## config.mk

```make
export PLATFORM = sky130hd
export DESIGN_NAME = cache_fill_fsm_flat
export DESIGN_NICKNAME = d
export VERILOG_FILES = /design/src/rtl/cache_fill_fsm_if.sv /design/src/rtl/cache_fill_fsm.sv /design/src/flat_wrapper.sv
export SDC_FILE = /design/constraint.sdc
export NUM_CORES = 1
export LEC_CHECK = 0
export ABC_CLOCK_PERIOD_IN_PS = 2700
export BUFFER_PORTS_ARGS = -buffer_cell sky130_fd_sc_hd__buf_2
export CELL_PAD_IN_SITES_DETAIL_PLACEMENT = 1
export CELL_PAD_IN_SITES_GLOBAL_PLACEMENT = 1
export CORE_MARGIN = 2
export CORE_UTILIZATION = 36
export CTS_CLUSTER_DIAMETER = 40
export DETAILED_ROUTE_END_ITERATION = 8
export MAX_ROUTING_LAYER = met4
export PLACE_DENSITY_LB_ADDON = 0.1
export RECOVER_POWER = 50
export SLEW_MARGIN = 20
export SYNTH_ARGS = -nofsm -noshare
export SYNTH_HDL_FRONTEND = slang
export SYNTH_SLANG_ARGS = --single-unit
```

## constraint.sdc

```tcl
create_clock -name clk -period 2.7 [get_ports clk]
set_input_delay 0.27 -clock clk [delete_from_list [all_inputs] [get_ports clk]]
set_output_delay 0.27 -clock clk [all_outputs]
set_load 0.02 [all_outputs]
```

## src/rtl/cache_fill_fsm_if.sv

```systemverilog
`default_nettype none
// ============================================================================
// Module      : cache_fill_fsm_if
// Description : Miss/memory/cache-write bundle between the fill FSM (master)
//               and the cache + memory side (slave).
// Revision    : 1.0 - initial release
// ============================================================================
interface cache_fill_fsm_if #(
   parameter int ADDR_W = 16,
   parameter int DATA_W = 16
);
   logic              miss_detected;
   logic [ADDR_W-1:0] miss_address;
   logic [DATA_W-1:0] memory_data;
   logic              memory_data_valid;
   logic              fsm_busy;
   logic              memory_read_en;
   logic [ADDR_W-1:0] memory_address;
   logic              write_data_array;
   logic              write_tag_array;
   logic [ADDR_W-1:0] cache_word_address;
   logic [DATA_W-1:0] cache_data;

   modport master (
      input  miss_detected, miss_address, memory_data, memory_data_valid,
      output fsm_busy, memory_read_en, memory_address, write_data_array,
             write_tag_array, cache_word_address, cache_data
   );

   modport slave (
      output miss_detected, miss_address, memory_data, memory_data_valid,
      input  fsm_busy, memory_read_en, memory_address, write_data_array,
             write_tag_array, cache_word_address, cache_data
   );
endinterface
`default_nettype wire

```

## src/rtl/cache_fill_fsm.sv

```systemverilog
`default_nettype none
// ============================================================================
// Module      : cache_fill_fsm
// Description : Cache miss-service controller: fetches one block word by word
//               from pipelined memory, writes it to the data array, then tags it.
// Revision    : 1.0 - initial release
// ============================================================================
module cache_fill_fsm #(
   parameter int WORDS_PER_BLOCK = 8,
   parameter int ADDR_W          = 16
) (
   input  logic             clk,
   input  logic             rst,
   cache_fill_fsm_if.master bus
);
   localparam int c_IDX_W = $clog2(WORDS_PER_BLOCK);
   localparam int c_CNT_W = c_IDX_W + 1;
   localparam int c_OFF_W = c_IDX_W + 1;
   localparam logic [c_CNT_W-1:0] c_LAST     = c_CNT_W'(WORDS_PER_BLOCK - 1);
   localparam logic [c_CNT_W-1:0] c_FULL     = c_CNT_W'(WORDS_PER_BLOCK);
   localparam logic [c_CNT_W-1:0] c_CNT_ONE  = c_CNT_W'(1);
   localparam logic [ADDR_W-1:0]  c_OFF_MASK = ADDR_W'((1 << c_OFF_W) - 1);
   localparam logic [ADDR_W-1:0]  c_WORD_INC = ADDR_W'(2);

   typedef enum logic [1:0] {
      S_IDLE = 2'd0,
      S_FILL = 2'd1,
      S_TAG  = 2'd2
   } state_t;

   state_t              r_state;
   logic [ADDR_W-1:0]   r_base;
   logic [ADDR_W-1:0]   r_mem_addr;
   logic [c_CNT_W-1:0]  r_req_cnt;
   logic [c_CNT_W-1:0]  r_rcv_cnt;
   logic                r_busy;
   logic                r_read_en;
   logic                r_tag_we;

   logic [ADDR_W-1:0]   w_aligned;
   logic [ADDR_W-1:0]   w_rcv_offset;
   logic                w_accept_word;

   assign w_aligned     = bus.miss_address & ~c_OFF_MASK;
   assign w_rcv_offset  = {{(ADDR_W-c_CNT_W-1){1'b0}}, r_rcv_cnt, 1'b0};
   // A valid beyond the last word of the block cannot be a real return; drop it.
   assign w_accept_word = (r_state == S_FILL) && bus.memory_data_valid && (r_rcv_cnt != c_FULL);

   always_ff @(posedge clk) begin
      if (!rst) begin
         r_state    <= S_IDLE;
         r_base     <= '0;
         r_mem_addr <= '0;
         r_req_cnt  <= '0;
         r_rcv_cnt  <= '0;
         r_busy     <= 1'b0;
         r_read_en  <= 1'b0;
         r_tag_we   <= 1'b0;
      end else begin
         case (r_state)
            S_IDLE: begin
               if (bus.miss_detected) begin
                  r_state    <= S_FILL;
                  r_base     <= w_aligned;
                  r_mem_addr <= w_aligned;
                  r_req_cnt  <= '0;
                  r_rcv_cnt  <= '0;
                  r_busy     <= 1'b1;
                  r_read_en  <= 1'b1;
               end
            end
            S_FILL: begin
               // Outputs are registered, so the request for the next cycle is prepared here.
               if (r_req_cnt != c_FULL) begin
                  r_req_cnt <= r_req_cnt + c_CNT_ONE;
                  if (r_req_cnt != c_LAST) begin
                     r_mem_addr <= r_mem_addr + c_WORD_INC;
                  end else begin
                     r_read_en <= 1'b0;
                  end
               end
               if (w_accept_word) begin
                  r_rcv_cnt <= r_rcv_cnt + c_CNT_ONE;
                  if (r_rcv_cnt == c_LAST) begin
                     r_state   <= S_TAG;
                     r_read_en <= 1'b0;
                     r_tag_we  <= 1'b1;
                  end
               end
            end
            S_TAG: begin
               r_state    <= S_IDLE;
               r_busy     <= 1'b0;
               r_tag_we   <= 1'b0;
               r_mem_addr <= r_base;
            end
            default: begin
               r_state <= S_IDLE;
            end
         endcase
      end
   end

   assign bus.fsm_busy           = r_busy;
   assign bus.memory_read_en     = r_read_en;
   assign bus.memory_address     = r_mem_addr;
   assign bus.write_tag_array    = r_tag_we;
   assign bus.write_data_array   = w_accept_word;
   assign bus.cache_word_address = w_accept_word ? (r_base + w_rcv_offset) : r_base;
   assign bus.cache_data         = bus.memory_data;
endmodule
`default_nettype wire

```

## src/flat_wrapper.sv

```systemverilog
// flat-port wrapper written by rule: the top's interface ports become plain ports
module cache_fill_fsm_flat 
#(
   parameter int WORDS_PER_BLOCK = 8,
   parameter int ADDR_W          = 16
)
  (clk, rst, bus_miss_detected, bus_miss_address, bus_memory_data, bus_memory_data_valid, bus_fsm_busy, bus_memory_read_en, bus_memory_address, bus_write_data_array, bus_write_tag_array, bus_cache_word_address, bus_cache_data);
  cache_fill_fsm_if #(.ADDR_W(ADDR_W), .DATA_W(16)) bus_i ();
  input  logic clk;
  input  logic rst;
  input wire logic [$bits(bus_i.miss_detected)-1:0] bus_miss_detected;
  input wire logic [$bits(bus_i.miss_address)-1:0] bus_miss_address;
  input wire logic [$bits(bus_i.memory_data)-1:0] bus_memory_data;
  input wire logic [$bits(bus_i.memory_data_valid)-1:0] bus_memory_data_valid;
  output wire logic [$bits(bus_i.fsm_busy)-1:0] bus_fsm_busy;
  output wire logic [$bits(bus_i.memory_read_en)-1:0] bus_memory_read_en;
  output wire logic [$bits(bus_i.memory_address)-1:0] bus_memory_address;
  output wire logic [$bits(bus_i.write_data_array)-1:0] bus_write_data_array;
  output wire logic [$bits(bus_i.write_tag_array)-1:0] bus_write_tag_array;
  output wire logic [$bits(bus_i.cache_word_address)-1:0] bus_cache_word_address;
  output wire logic [$bits(bus_i.cache_data)-1:0] bus_cache_data;
  assign bus_i.miss_detected = bus_miss_detected;
  assign bus_i.miss_address = bus_miss_address;
  assign bus_i.memory_data = bus_memory_data;
  assign bus_i.memory_data_valid = bus_memory_data_valid;
  assign bus_fsm_busy = bus_i.fsm_busy;
  assign bus_memory_read_en = bus_i.memory_read_en;
  assign bus_memory_address = bus_i.memory_address;
  assign bus_write_data_array = bus_i.write_data_array;
  assign bus_write_tag_array = bus_i.write_tag_array;
  assign bus_cache_word_address = bus_i.cache_word_address;
  assign bus_cache_data = bus_i.cache_data;
  cache_fill_fsm #(.WORDS_PER_BLOCK(WORDS_PER_BLOCK), .ADDR_W(ADDR_W)) u_core (.clk(clk), .rst(rst), .bus(bus_i));
endmodule
```

After elaboration in Yosys (flattened, before gate mapping):

Index checks and enable logic that the tools add are counted.

* flip-flop bits (word level): 41
* latch bits: 0
* RAM bits: 0
* bits in read-only memories: 0
* input bits: 36
* output and inout bits: 52
* logic and storage cells: 62
* memories kept: 0

* $add $sub $neg: 4
* $mul: 0
* divide/modulo/power cells: 0
* magnitude comparators: 0
* equality and inequality tests: 11
* shift operators: 0
* multiplexer cells: 24
* bitwise gates (word level): 0
* reduce and logical (&&, ||, !) cells: 15

Operators with widths (number)
* 2-to-1 mux 16 bit: 4
* case mux 16 bit (3 select lines): 1
* adder 16 x 2 -> 16 bit (second input constant): 1
* adder 16 x 5 -> 16 bit: 1
* case mux 4 bit (2 select lines): 2
* 2-to-1 mux 4 bit: 3
* AND reduction 3 bit: 4
* adder 4 x 1 -> 4 bit (second input constant): 2
* != test 2 bit (second input constant): 4
* != test 4 bit (second input constant): 2
* 2-to-1 mux 1 bit: 7
* 2-to-1 mux 2 bit: 3
* case mux 1 bit (2 select lines): 3
* AND reduction 2 bit: 3
* nonzero test 2 bit: 3
* equality test 4 x 3 -> 1 bit (second input constant): 1
* != test 4 x 3 -> 1 bit (second input constant): 1
* case mux 2 bit (2 select lines): 1
* AND reduction 4 bit: 1
* nonzero test 3 bit: 1
* equality test 2 x 1 -> 1 bit (second input constant): 1
* equality test 2 bit (second input constant): 1
* logical AND 1 bit: 2
* zero test 2 bit: 1
* != test 2 x 1 -> 1 bit (second input constant): 1

Longest topological paths before layout:

* depth after elaboration: 6
* mapped depth: 9
* depth with buffers taken out: 6

Worst setup path after synthesis:

No wires, ideal clock.

* path kind: reg-to-output
* start point: reg u_core.r_state[1]
* end point: out bus_cache_word_address[9]
* arrival time: 1.914 ns
* data required time: 2.430 ns
* path slack: 0.516 ns
* stages on the path, launching flop included: 9
* buffers on the path: 2
* cell sequence: dfxtp_1 inv_1 ha_1 buf_4 and2_1 and2_1 clkbuf_1 nand4_1 xnor2_1

* word-level cells in the longest chain between the ends: 4

Ends and longest elaborated chain
* start, declared: line cache_fill_fsm.sv:31 `state_t r_state;`
* start signal, assigned: line cache_fill_fsm.sv:51 `r_state <= S_IDLE;`
* start signal, assigned: line cache_fill_fsm.sv:63 `r_state <= S_FILL;`
* start signal, assigned: line cache_fill_fsm.sv:85 `r_state <= S_TAG;`
* equality test 2 x 1 -> 1 bit: line cache_fill_fsm.sv:47 `assign w_accept_word = (r_state == S_FILL) && bus.memory_data_valid && (r_rcv_cnt != c_FULL);`
* logical AND 1 bit (2 in series): line cache_fill_fsm.sv:47
* named net bus_write_data_array: line flat_wrapper.sv:18 `output wire logic [$bits(bus_i.write_data_array)-1:0] bus_write_data_array;`
* 2-to-1 mux 16 bit: line cache_fill_fsm.sv:109 `assign bus.cache_word_address = w_accept_word ? (r_base + w_rcv_offset) : r_base;`
* end, declared: line flat_wrapper.sv:20 `output wire logic [$bits(bus_i.cache_word_address)-1:0] bus_cache_word_address;`

The timed path passes the listed nets, and every way through them passes these cells.

Worst setup path in the final report:

* start point: reg u_core.r_state[1]
* end point: out bus_cache_word_address[4]

* word-level cells in the longest chain between the ends: 4

Ends and longest elaborated chain (line)
* equality test 2 x 1 -> 1 bit: cache_fill_fsm.sv:47
* logical AND 1 bit (2 in series): cache_fill_fsm.sv:47
* 2-to-1 mux 16 bit: cache_fill_fsm.sv:109

Every way passes these cells.

==> flow_metrics.tcl <==
set metrics [dict create \
    ioPinCount 88 \
    drv_cap 0 \
    arrival_ps 2210 \
    clk_path_buf_depth 2 \
    power_leakage_nw 1.094 \
    grt_overflow_total 0 \
    worst_pin_slew_ps 621.6 \
    ant_nets 0 \
    area_growth_pct 9.150 \
    die_h_um 90.51 \
    routabilityCongestion 0.8062 \
    clock_skew_ps 9.345 \
    final_common_cell "nand2_1" \
    grt_setup_unrepaired "no" \
    async_flop_share 0 \
    crit_required_ps 2430 \
    switchingPower_w 0.0005079 \
    syn_area_per_cell_um2 7.588 \
    fin_setup_tns_ps 0 \
    ys_seq_elements 40 \
    fmaxAchievable_ghz 0.4037 \
    hold_viol 0 \
    maxSlewViolCount 0 \
    grt_antenna_before_repair 0 \
    port_buffers 49 \
    total_power_w 0.001458 \
    finalCritPeriodShare 0.9174 \
    yosysWarnings 0 \
    drt-total-wl_um 8001 \
    grt_first_pass_wirelength_um 13250 \
    dieWidth_um 90.51 \
    dp_hpwl_um 5941 \
    core_region_area_um2 7253 \
    htreeDepth 2 \
    wl_per_cell_um 16.63 \
    grt_pass1_vias 2651 \
    peakVddDrop_mv 0.2728 \
    synthesis.area_um2 2694 \
    clockRootBuffer "clkbuf_8" \
    hp-start "bus_miss_address[5]" \
    postCtsHoldBufs 0 \
    p_sw_frac 0.3485 \
    synth_edf_count 0 \
    vias 2654 \
    setup.worst_path.end_class "primary output" \
    ys_types 56 \
    num_rows 31 \
    slew_headroom 0.5856 \
    n_antenna_cell 0 \
    cts_made_buffers 5 \
    ys.flop_type "dfxtp_1" \
    r2r_start "u_core.r_state[1]$_SDFFE_PN0P_" \
    drive_above_1_share 0.1440 \
    cts_tree "done" \
    n_fill_cell 941 \
    grt_max_degree 27 \
    power.internal_w 0.0009496 \
    setup_viol 0 \
    clk_latency_ps 290 \
    drc 0 \
    nets 427 \
    cp-start-kind "flop" \
    status "finished, final reports clean" \
    pwr-share-clk 0.290 \
    via_per_inst 5.518 \
    final_cell_mix "nand2_1, dfxtp_1, a21oi_1, buf_2, clkbuf_1" \
    clk_pin_slew_worst_paths_ps 90 \
    seq_power_share 0.476 \
    powerDensity_nw_per_um2 495.7 \
    synthCells 355 \
    dieArea_um2 8191 \
    hold_class "in -> reg" \
    crit_start "u_core.r_state[1]$_SDFFE_PN0P_" \
    grtUsageTotal 0.2039 \
    path_max_fanout 13 \
    initial_core_util 0.3714 \
    first_pass_iters 4 \
    p_comb_frac 0.234 \
    reg2reg_slack_ps 590 \
    cts_sinks 40 \
    seq_area_frac_synth 0.2973 \
    finalCriticalPeriod_ps 2477 \
    path_class "reg -> out" \
    drtIter0Drc 99 \
]
[cells in the mapped netlist, drive strengths merged (2+ instances only)]
master / n / share of area
nand3: 17 / 0.032
ha: 10 / 0.046
o211ai: 8 / 0.022
clkinv: 2 / 0.0028
nand4: 16 / 0.043
buf: 23 / 0.065
a41oi: 2 / 0.0065
nand4b: 2 / 0.0065
and2: 4 / 0.0093
a21oi: 33 / 0.061
mux2: 3 / 0.013
clkbuf: 16 / 0.030
nand2: 53 / 0.074
o21a: 3 / 0.0084
nor2: 18 / 0.025
inv: 12 / 0.017
nor3: 6 / 0.011
a21boi: 2 / 0.0056
or4: 3 / 0.0084
xor2: 6 / 0.020
nand3b: 2 / 0.0056
nand2b: 2 / 0.0046
nor4: 6 / 0.014
and3: 6 / 0.014
a31oi: 5 / 0.012
and4: 5 / 0.017
dfxtp: 40 / 0.30
o21ai: 16 / 0.030
or3: 5 / 0.012
xnor2: 8 / 0.026
o221ai: 2 / 0.0065
a221oi: 2 / 0.0065
[power by group through the flow]
stage | Sequential [W] | Combinational (W) | Clock [W]
4_1_cts | 0.000693 | 0.000352 | 0.000439
6_report | 0.000694 | 0.000341 | 0.000423
3_5_place_dp | 0.000708 | 0.000350 | 0
5_1_grt | 0.000706 | 0.000380 | 0.000462
3_3_place_gp | 0.000706 | 0.000346 | 0
2_1_floorplan | 0.000713 | 0.000265 | 0
[worst max-delay path, cell delays in order (launching register included)]
cell and delay, ps:
dfxtp_1 320, inv_1 100, ha_2 330, and2_1 260, and2_1 370, mux2_2 370
buf_2 160
[sequential cells by signal (all words and copies together) (netlist names)]
signal                      flops
u_core.r_base                  12
u_core.r_state                  2
u_core.bus.fsm_busy             1
u_core.bus.memory_address      15
u_core.r_req_cnt                4
u_core.bus.write_tag_array      1
u_core.r_rcv_cnt                4
u_core.bus.memory_read_en       1
[kinds of logic (layout without fill, tap and decap cells)]
| kind of cell | count (synthesis) | after routing | synth area share |
|---|---|---|---|
| AOI/OAI and AO/OA | 85 | 85 | 0.1960 |
| xor gates and xnor gates | 14 | 14 | 0.04552 |
| adders and majority gates | 10 | 10 | 0.04645 |
| buffers and inverters | 53 | 79 | 0.1143 |
| DFF | 40 | 40 | 0.2973 |
| muxes | 4 | 4 | 0.01626 |
| other | 1 | 2 | 0.001392 |
| and+or+nand+nor | 148 | 148 | 0.2829 |
[cell type report]
cell class | count | area (µm²) | share of cell area
clock buffer | 6 | 82.58 | 0.02809
clock inverter | 2 | 10.01 | 0.003404
inverter | 14 | 52.55 | 0.01787
multi-input combinational | 263 | 1592 | 0.5413
sequential | 40 | 800.8 | 0.2723
tap | 99 | 123.9 | 0.04213
timing repair buffer | 57 | 279.0 | 0.09489
[repair_timing]
item,4_1_cts,5_1_grt
setup buffers,0,0
endpoints found under the hold margin,0,0
setup endpoints to repair,0,7
resized for setup,0,1
[metal layers]
metal | track usage | wire length [µm]
met1 | 0.2661 | 3851
met2 | 0.3296 | 3748
met3 | 0.03673 | 301
met4 | 0.04615 | 99
met5 | - | 0
[metrics by stage]
stage / instances / utilization / setup WS [ps] / instance area, µm² / hold WS [ps]
finish: 481 / 0.4054 / 223.1 / 2940 / 233.3
global route: 481 / 0.4054 / 73.94 / 2940 / 238.6
CTS: 481 / 0.4087 / 76.27 / 2964 / 223.1
detailed placement: 473 / 0.3959 / 407.2 / 2872 / 482.8
global placement: 473 / 0.3959 / 464.6 / 2872 / 468.4
floorplan: 356 / - / 516.0 / 2698 / 406.0
[worst paths after layout]
kind / to / cells past startpoint
max: bus_cache_word_address[4] / 6
max reg2reg: u_core.bus.memory_address[6]$_SDFFE_PN0P_ / 6
min reg2reg: u_core.r_base[14]$_SDFFE_PN0P_ / 2
min: u_core.r_base[5]$_SDFFE_PN0P_ / 3
(Power assumes the default switching activity.)
